[config.mk]
export PLATFORM = sky130hd
export DESIGN_NAME = trap_ctrl
export DESIGN_NICKNAME = d
export VERILOG_FILES = /design/src/rtl/trap_ctrl.sv
export SDC_FILE = /design/constraint.sdc
export NUM_CORES = 1
export LEC_CHECK = 0
export ABC_CLOCK_PERIOD_IN_PS = 1800
export BUFFER_PORTS_ARGS = -buffer_cell sky130_fd_sc_hd__buf_2
export CAP_MARGIN = 5
export CORE_AREA = 2 2 186 188
export CTS_BUF_LIST = sky130_fd_sc_hd__clkbuf_8
export DETAILED_ROUTE_END_ITERATION = 12
export DIE_AREA = 0 0 188 190
export GPL_ROUTABILITY_DRIVEN = 0
export SYNTH_ARGS = -nofsm -noshare
export SYNTH_HDL_FRONTEND = slang
export SYNTH_SLANG_ARGS = --single-unit
[constraint.sdc]
create_clock -name clk -period 1.8 [get_ports clk]
set_input_delay 0.36 -clock clk [delete_from_list [all_inputs] [get_ports clk]]
set_output_delay 0.36 -clock clk [all_outputs]
set_load 0.02 [all_outputs]
[src/rtl/trap_ctrl.sv]
// trap_ctrl: machine-mode trap sequencer and sole owner of the CSR write port.
//   Passes EX-stage CSR writes through while idle. On ecall, mret or (with the
//   TIMER_IRQ_EN macro defined) a timer interrupt, it stalls the pipeline and
//   issues the mepc/mcause/mstatus writes one per cycle, then redirects the PC.
//   Ports: clk, rst (sync, active-low); EX side ecall_i, mret_i, inst_addr_i,
//   ex_csr_w{en,addr,data}_i; CSR taps csr_mstatus_i, csr_mtvec_i, csr_mepc_i;
//   irq_i; CSR port csr_w{en,addr,data}_o; pipeline hold_flag_o, jump_flag_o,
//   jump_addr_o.
module trap_ctrl #(
    parameter int              XLEN        = 64,
    parameter logic [XLEN-1:0] ECALL_CAUSE = 64'd11,
    parameter logic [XLEN-1:0] IRQ_CAUSE   = 64'h8000_0000_0000_0007
) (
    input  logic            clk,
    input  logic            rst,
    input  logic            ecall_i,
    input  logic            mret_i,
    input  logic [XLEN-1:0] inst_addr_i,
    input  logic            ex_csr_wen_i,
    input  logic [11:0]     ex_csr_waddr_i,
    input  logic [XLEN-1:0] ex_csr_wdata_i,
    input  logic [XLEN-1:0] csr_mstatus_i,
    input  logic [XLEN-1:0] csr_mtvec_i,
    input  logic [XLEN-1:0] csr_mepc_i,
    input  logic            irq_i,
    output logic            csr_wen_o,
    output logic [11:0]     csr_waddr_o,
    output logic [XLEN-1:0] csr_wdata_o,
    output logic            hold_flag_o,
    output logic            jump_flag_o,
    output logic [XLEN-1:0] jump_addr_o
);
    localparam logic [11:0] MSTATUS = 12'h300;
    localparam logic [11:0] MEPC    = 12'h341;
    localparam logic [11:0] MCAUSE  = 12'h342;

    typedef enum logic [2:0] {
        IDLE, T_MEPC, T_MCAUSE, T_MSTATUS, T_JUMP, R_MSTATUS, R_JUMP
    } state_t;

    state_t          state, nxt;
    logic [XLEN-1:0] epc, cause, new_cause;
    logic            trap_go;

`ifdef TIMER_IRQ_EN
    // Interrupts are taken only when globally enabled and no instruction event competes.
    assign trap_go   = ecall_i | (irq_i & csr_mstatus_i[3] & ~mret_i);
    assign new_cause = ecall_i ? ECALL_CAUSE : IRQ_CAUSE;
    logic unused_bits;
    assign unused_bits = ^csr_mtvec_i[1:0];
`else
    assign trap_go   = ecall_i;
    assign new_cause = ECALL_CAUSE;
    logic unused_bits;
    assign unused_bits = ^{irq_i, IRQ_CAUSE, csr_mtvec_i[1:0]};
`endif

    always_ff @(posedge clk) begin
        if (!rst) begin
            state <= IDLE;
            epc   <= '0;
            cause <= '0;
        end else begin
            state <= nxt;
            if (state == IDLE && trap_go) begin
                epc   <= inst_addr_i;
                cause <= new_cause;
            end
        end
    end

    always_comb begin
        nxt         = state;
        csr_wen_o   = 1'b0;
        csr_waddr_o = '0;
        csr_wdata_o = '0;
        hold_flag_o = 1'b1;
        jump_flag_o = 1'b0;
        jump_addr_o = '0;
        case (state)
            IDLE: begin
                csr_wen_o   = ex_csr_wen_i;
                csr_waddr_o = ex_csr_waddr_i;
                csr_wdata_o = ex_csr_wdata_i;
                hold_flag_o = trap_go | mret_i;
                nxt         = trap_go ? T_MEPC : (mret_i ? R_MSTATUS : IDLE);
            end
            T_MEPC: begin
                csr_wen_o   = 1'b1;
                csr_waddr_o = MEPC;
                csr_wdata_o = epc;
                nxt         = T_MCAUSE;
            end
            T_MCAUSE: begin
                csr_wen_o   = 1'b1;
                csr_waddr_o = MCAUSE;
                csr_wdata_o = cause;
                nxt         = T_MSTATUS;
            end
            T_MSTATUS: begin
                // MPIE <= MIE, MIE <= 0
                csr_wen_o   = 1'b1;
                csr_waddr_o = MSTATUS;
                csr_wdata_o = csr_mstatus_i;
                csr_wdata_o[7] = csr_mstatus_i[3];
                csr_wdata_o[3] = 1'b0;
                nxt         = T_JUMP;
            end
            T_JUMP: begin
                jump_flag_o = 1'b1;
                jump_addr_o = {csr_mtvec_i[XLEN-1:2], 2'b00};
                nxt         = IDLE;
            end
            R_MSTATUS: begin
                // MIE <= MPIE, MPIE <= 1
                csr_wen_o   = 1'b1;
                csr_waddr_o = MSTATUS;
                csr_wdata_o = csr_mstatus_i;
                csr_wdata_o[3] = csr_mstatus_i[7];
                csr_wdata_o[7] = 1'b1;
                nxt         = R_JUMP;
            end
            R_JUMP: begin
                jump_flag_o = 1'b1;
                jump_addr_o = csr_mepc_i;
                nxt         = IDLE;
            end
            default: nxt = IDLE;
        endcase
        if (!rst) begin
            csr_wen_o   = 1'b0;
            csr_waddr_o = '0;
            csr_wdata_o = '0;
            hold_flag_o = 1'b0;
            jump_flag_o = 1'b0;
            jump_addr_o = '0;
        end
    end
endmodule
Word level (Yosys, flattened, before mapping)
Cells that the tools add are included. W data, S select, Z words.

Eq/ne operators: 6. Mux-type cells: 15. Bitwise logic cells: 1. Reduce and logical (&&, ||, !) cells: 5.

Operators with widths (number): $pmux W64 S5 (1); $mux W64 (2); $pmux W64 S2 (1); $pmux W12 S4 (1); $pmux W3 S5 (1); $mux W12 (1); $eq A3 B3 Y1 const B (3); $eq A3 B2 Y1 const B (2); $mux W3 (2); $mux W1 (5); $reduce_or A2 Y1 (2); $reduce_or A4 Y1 (1); $eq A3 B1 Y1 const B (1); $logic_not A3 Y1 (1); $pmux W1 S2 (1); $logic_and A1 B1 Y1 (1); $or A1 B1 Y1 (1).

Register bits: 68. Bits of input ports: 338. Output and inout port bits: 143. Word-level logic and storage cells: 30.

Logic depth before layout (Yosys ltp)
Word-level depth: 4. Depth in mapped cells: 6. Gate-level depth less buffers: 4.

Worst setup path after synthesis
OpenSTA, ideal clock, no wires.

Path kind: flip-flop to output port. From: register state[2]. To: output port csr_wdata_o[51]. Data arrival time: 1.500 ns. Data required time: 1.440 ns. Setup slack: -0.060 ns. Cell stages (with the launch flop): 7. Path through: dfxtp_1 buf_6 nor3_2 buf_2 buf_4 a32oi_1 a21oi_1.

Word-level cells in the longest chain between the ends: 3.

RTL lines: start: declaration (line 41) `state_t state, nxt;`; start signal: assignment (line 64) `state <= nxt;`; $eq A3 B3 Y1 (tied with other cells) (line 80) `case (state)`; $pmux W64 S5 (*) (line 80); $mux W64 (*) (line 130) `if (!rst) begin`; end: declaration (line 28) `output logic [XLEN-1:0] csr_wdata_o,`.

Every way passes the cells marked *; elsewhere a longest branch is shown, timed or not.

Worst setup path in the final report
From: register state[2]. To: output port csr_wdata_o[39].

Same word-level chain as after synthesis.

==> metrics list <==
- Starting density of the core: ~16%
* Share of total power in sequential cells: 24.3%
- Port buffering added 477 buffers.
- Slew Limit Headroom: between 70% and 80%
- Post-detailed-routing wire length: 35.8 mm
- Global routing used around a third of the available met2 tracks.
- Slack of the critical path: -0.450 ns
* Cell-by-cell listing of the critical path: buf_6 > nor3_4 > buf_6 > buf_12 > a32oi_1 > a21oi_2 > buf_6
* Buffer depth of the longest clock path: 2
- Summing every instance area after synthesis gives around 0.0055 sq mm.
- Entering global routing, the biggest net connects 55 pins.
- Average cell area after synthesis: ~7 sq um
- Global-route wire length before repair: 47.7 mm
- TritonCTS built the clock tree.
- Period utilization: 125%
- Synth warnings: 0
- Post-DP HPWL: ~26 mm
* Total I/O pin count: 481
* Total count of max-transition violations in the final report: 0
- Power after layout: a little over 7 mW
- Critical path's largest stage delay: about 0.38 ns
- The area growth from synthesis to layout is 106%.
* RSZ-0062 raised after global routing: yes
* Maximum resistive drop on vdd: roughly 330 uV
* Switching power share of the total: slightly below 40%
- LEAKAGE: about 4.6 nW
* Number of nets with antenna violations after routing: 0
- The number of nets in the synthesized netlist is around 1100.
- The global routing stage identified its most utilized layer as met2.
- Clock root buffer master: sky130_fd_sc_hd__clkbuf_8
- Critical Path Start Type: flop
- The die covers 0.0357 sq mm.
* Core box area: 0.0339 sq mm
* Hold Vio Cnt, Final: 0
- Fin crit period: around 2.2 ns
- The synthesized design spends more area on one cell type than any other, namely sky130_fd_sc_hd__dfxtp_1.
- Register bit count reported by yosys: ~70
- After the first detailed-routing iteration, the DRC count stood at ~370.
* Total negative slack: -51.10 ns
- Max_cap viols: 0
* Portion of synthesized cell area occupied by the leading cell type: about a quarter
* Cell mode on critical path: sky130_fd_sc_hd__buf_6
- Synthesized instance count: between 700 and 800
- In the final routed layout, each cell accounts on average for 20.4 um.
- The netlist uses 34 different library cells.
- The H-tree was split into 3 levels.
- Layout Nets: between 1500 and 2000
- The die is about 190 um wide.
- Chip height: between 150 and 200 um
* Transition at the pin with the smallest max-transition slack: roughly 0.37 ns
- Clk_lat worst skew: roughly 0.37 ns
- Number of DRC violations after detailed routing: 0
- The commonest cells after synthesis are 190 x sky130_fd_sc_hd__nand2_1, 138 x sky130_fd_sc_hd__a21oi_1, 68 x sky130_fd_sc_hd__dfxtp_1, 68 x sky130_fd_sc_hd__nor2_1, 62 x sky130_fd_sc_hd__a22oi_1.
- Via count of the first global-routing pass: roughly 7800
- Arrival @ worst endpoint: between 1.5 and 2 ns
- Proportion of register bits with asynchronous set or reset after synthesis: 0%
- For this run, global-route usage on met3 was measured as ~3.4%.
- Met1 usage in global routing: between 20% and 30%
- Cell row count: between 60 and 70
* Number of CTS-inserted buffers: 9
* Overall global routing resource usage: ~18%
- The initial antenna violation count was 8.
- In this run, the combinational gates consume 55.8% of the power.
- Proportion of power drawn by the clock network: 19.9%
- The final reports fail on negative setup slack.
* Setup Skew: approximately 0.017 ns
* EDFF count, synth: 0
- Status: finished with violations
- STA classifies the critical path endpoint as an output pin.
- Mean number of vias per cell: around 4.7
- Slowest stage cell on the critical path: sky130_fd_sc_hd__dfxtp_4
- Dominant register cell in the synthesized netlist: sky130_fd_sc_hd__dfxtp_1
- Peak clock frequency supported by timing: between 400 and 500 MHz
* Critical path peak fanout: 19
* Detailed Routing Iterations Pass 1: 5
* Clock-pin slew of the registers on the worst-case setup and hold paths: 0.09 ns
* Setup Viol. Count Final: about 160
* Total grt overflow: 0
- Number of instances on the worst hold path: 3
- For this design the ratio of total power to cell area is 635 mW/mm^2.
- Sequential element share of the synthesized area: between 20% and 30%
- The routed layout has between 8000 and 9000 vias.
* Required time of the worst setup path: between 1 and 1.5 ns
* Power Internal: 4.32 mW
- Count leader, synth: sky130_fd_sc_hd__nand2_1
- The min-delay analysis places its worst path in the category input pin to flop.
- In this run the power spent charging and discharging nets is 2.84 mW.
* Fraction of final layout cells sized beyond drive strength 1: between 60% and 70%
* Start-to-end type of the worst setup path: flop to output pin
* Largest cells by area after synthesis: sky130_fd_sc_hd__dfxtp_1 25%, sky130_fd_sc_hd__nand2_1 13%, sky130_fd_sc_hd__a21oi_1 13%, sky130_fd_sc_hd__mux2_2 12%, sky130_fd_sc_hd__a32oi_1 9.7%
* FF-to-FF path depth: 6
- Number of sinks driven by the clock tree: slightly below 70
==> flip-flops by register name, summed over array words and instances, names as in the netlist <==
name / cells
cause: 1
epc: 64
state: 3
==> placed cells by master, fill, tap and decap left out, types with 3 or more instances in the layout <==
master / n
sky130_fd_sc_hd__clkinv_2: 3
sky130_fd_sc_hd__buf_8: 5
sky130_fd_sc_hd__mux2_2: 60
sky130_fd_sc_hd__a32oi_1: 44
sky130_fd_sc_hd__dfxtp_4: 3
sky130_fd_sc_hd__clkbuf_8: 9
sky130_fd_sc_hd__buf_6: 99
sky130_fd_sc_hd__nand2_2: 3
sky130_fd_sc_hd__bufbuf_16: 4
sky130_fd_sc_hd__buf_4: 104
sky130_fd_sc_hd__nor2b_4: 3
sky130_fd_sc_hd__clkbuf_16: 8
sky130_fd_sc_hd__a21oi_1: 81
sky130_fd_sc_hd__a22oi_1: 9
sky130_fd_sc_hd__buf_12: 22
sky130_fd_sc_hd__a32oi_2: 16
sky130_fd_sc_hd__o21ai_0: 4
sky130_fd_sc_hd__nor2_4: 3
sky130_fd_sc_hd__nor2_1: 5
sky130_fd_sc_hd__a21oi_2: 57
sky130_fd_sc_hd__nand2_1: 187
sky130_fd_sc_hd__nor2_2: 60
sky130_fd_sc_hd__o21a_1: 3
sky130_fd_sc_hd__buf_2: 340
sky130_fd_sc_hd__dfxtp_1: 65
sky130_fd_sc_hd__and3_4: 9
sky130_fd_sc_hd__a22oi_2: 53
==> power groups by stage <==
stage                     clock, mW  combinational, mW  sequential (mW)
after CTS                      1.49               3.51             1.74
after floorplan                   0               1.83             1.72
final                          1.43               3.99             1.74
after detailed placement          0               3.05             1.78
after global routing           1.56               4.24             1.76
after global placement            0               3.00             1.77
==> layer usage <==
metal	vias up	routed length [um]
li1	3850	-
met1	3902	14000
met3	70	2010
met2	374	18700
met4	4	990
met5	-	27
==> kinds of logic after synthesis <==
family	synth area share (%)
AND/OR/NAND/NOR	21.3
buffers and inverters	8.86
multiplexers	12.7
flip-flops	24.8
AO/OA/AOI/OAI	32.3
==> path summary, 6_finish.rpt <==
path,startpoint,endpoint,slack [ns]
worst max register to register,state[1],epc[56],-0.01
worst max-delay path,state[2],csr_wdata_o[39],-0.45
worst min-delay path,inst_addr_i[52],epc[52],0.22
worst min register to register,epc[24],epc[24],0.46
==> worst max-delay path: cells and delay by family, from the launching register on <==
family	cells	cell delay, ns
DFF	1	0.38
AOI/OAI and AO/OA	2	0.28
buffers and inverters	4	0.58
and+or+nand+nor	1	0.25
==> metrics by stage <==
stage	cells	hold slack [ns]	worst slack, ns	instance area [sq um]	utilization (%)
2_1_floorplan	782	0.433	-0.00386	5830	-
3_5_place_dp	1694	0.446	-0.250	9110	26.8
4_1_cts	1727	0.177	-0.469	10200	29.9
5_1_grt	1749	0.193	-0.558	11300	33.2
3_3_place_gp	1694	0.442	-0.189	9110	26.8
6_report	1750	0.215	-0.450	11300	33.2
==> cell type report <==
type | count | area, sq um
antenna | 2 | 5.00
fill | 3546 | 22700
timing repair buffer | 584 | 4500
sequential | 68 | 1370
inverter | 4 | 25.0
clock buffer | 9 | 124
clock inverter | 7 | 91.3
multi-input combinational | 621 | 4580
tap | 455 | 569
==> timing repair <==
| item | in CTS | in global routing |
|---|---|---|
| hold buffers | 0 | 0 |
| buffers inserted | 10 | 15 |
| cloned | 7 | 9 |
| resized for setup | 166 | 205 |
| endpoints found under the setup margin | 145 | 207 |
| pin swaps | 13 | 55 |
Power figures use the tool's default switching activity.
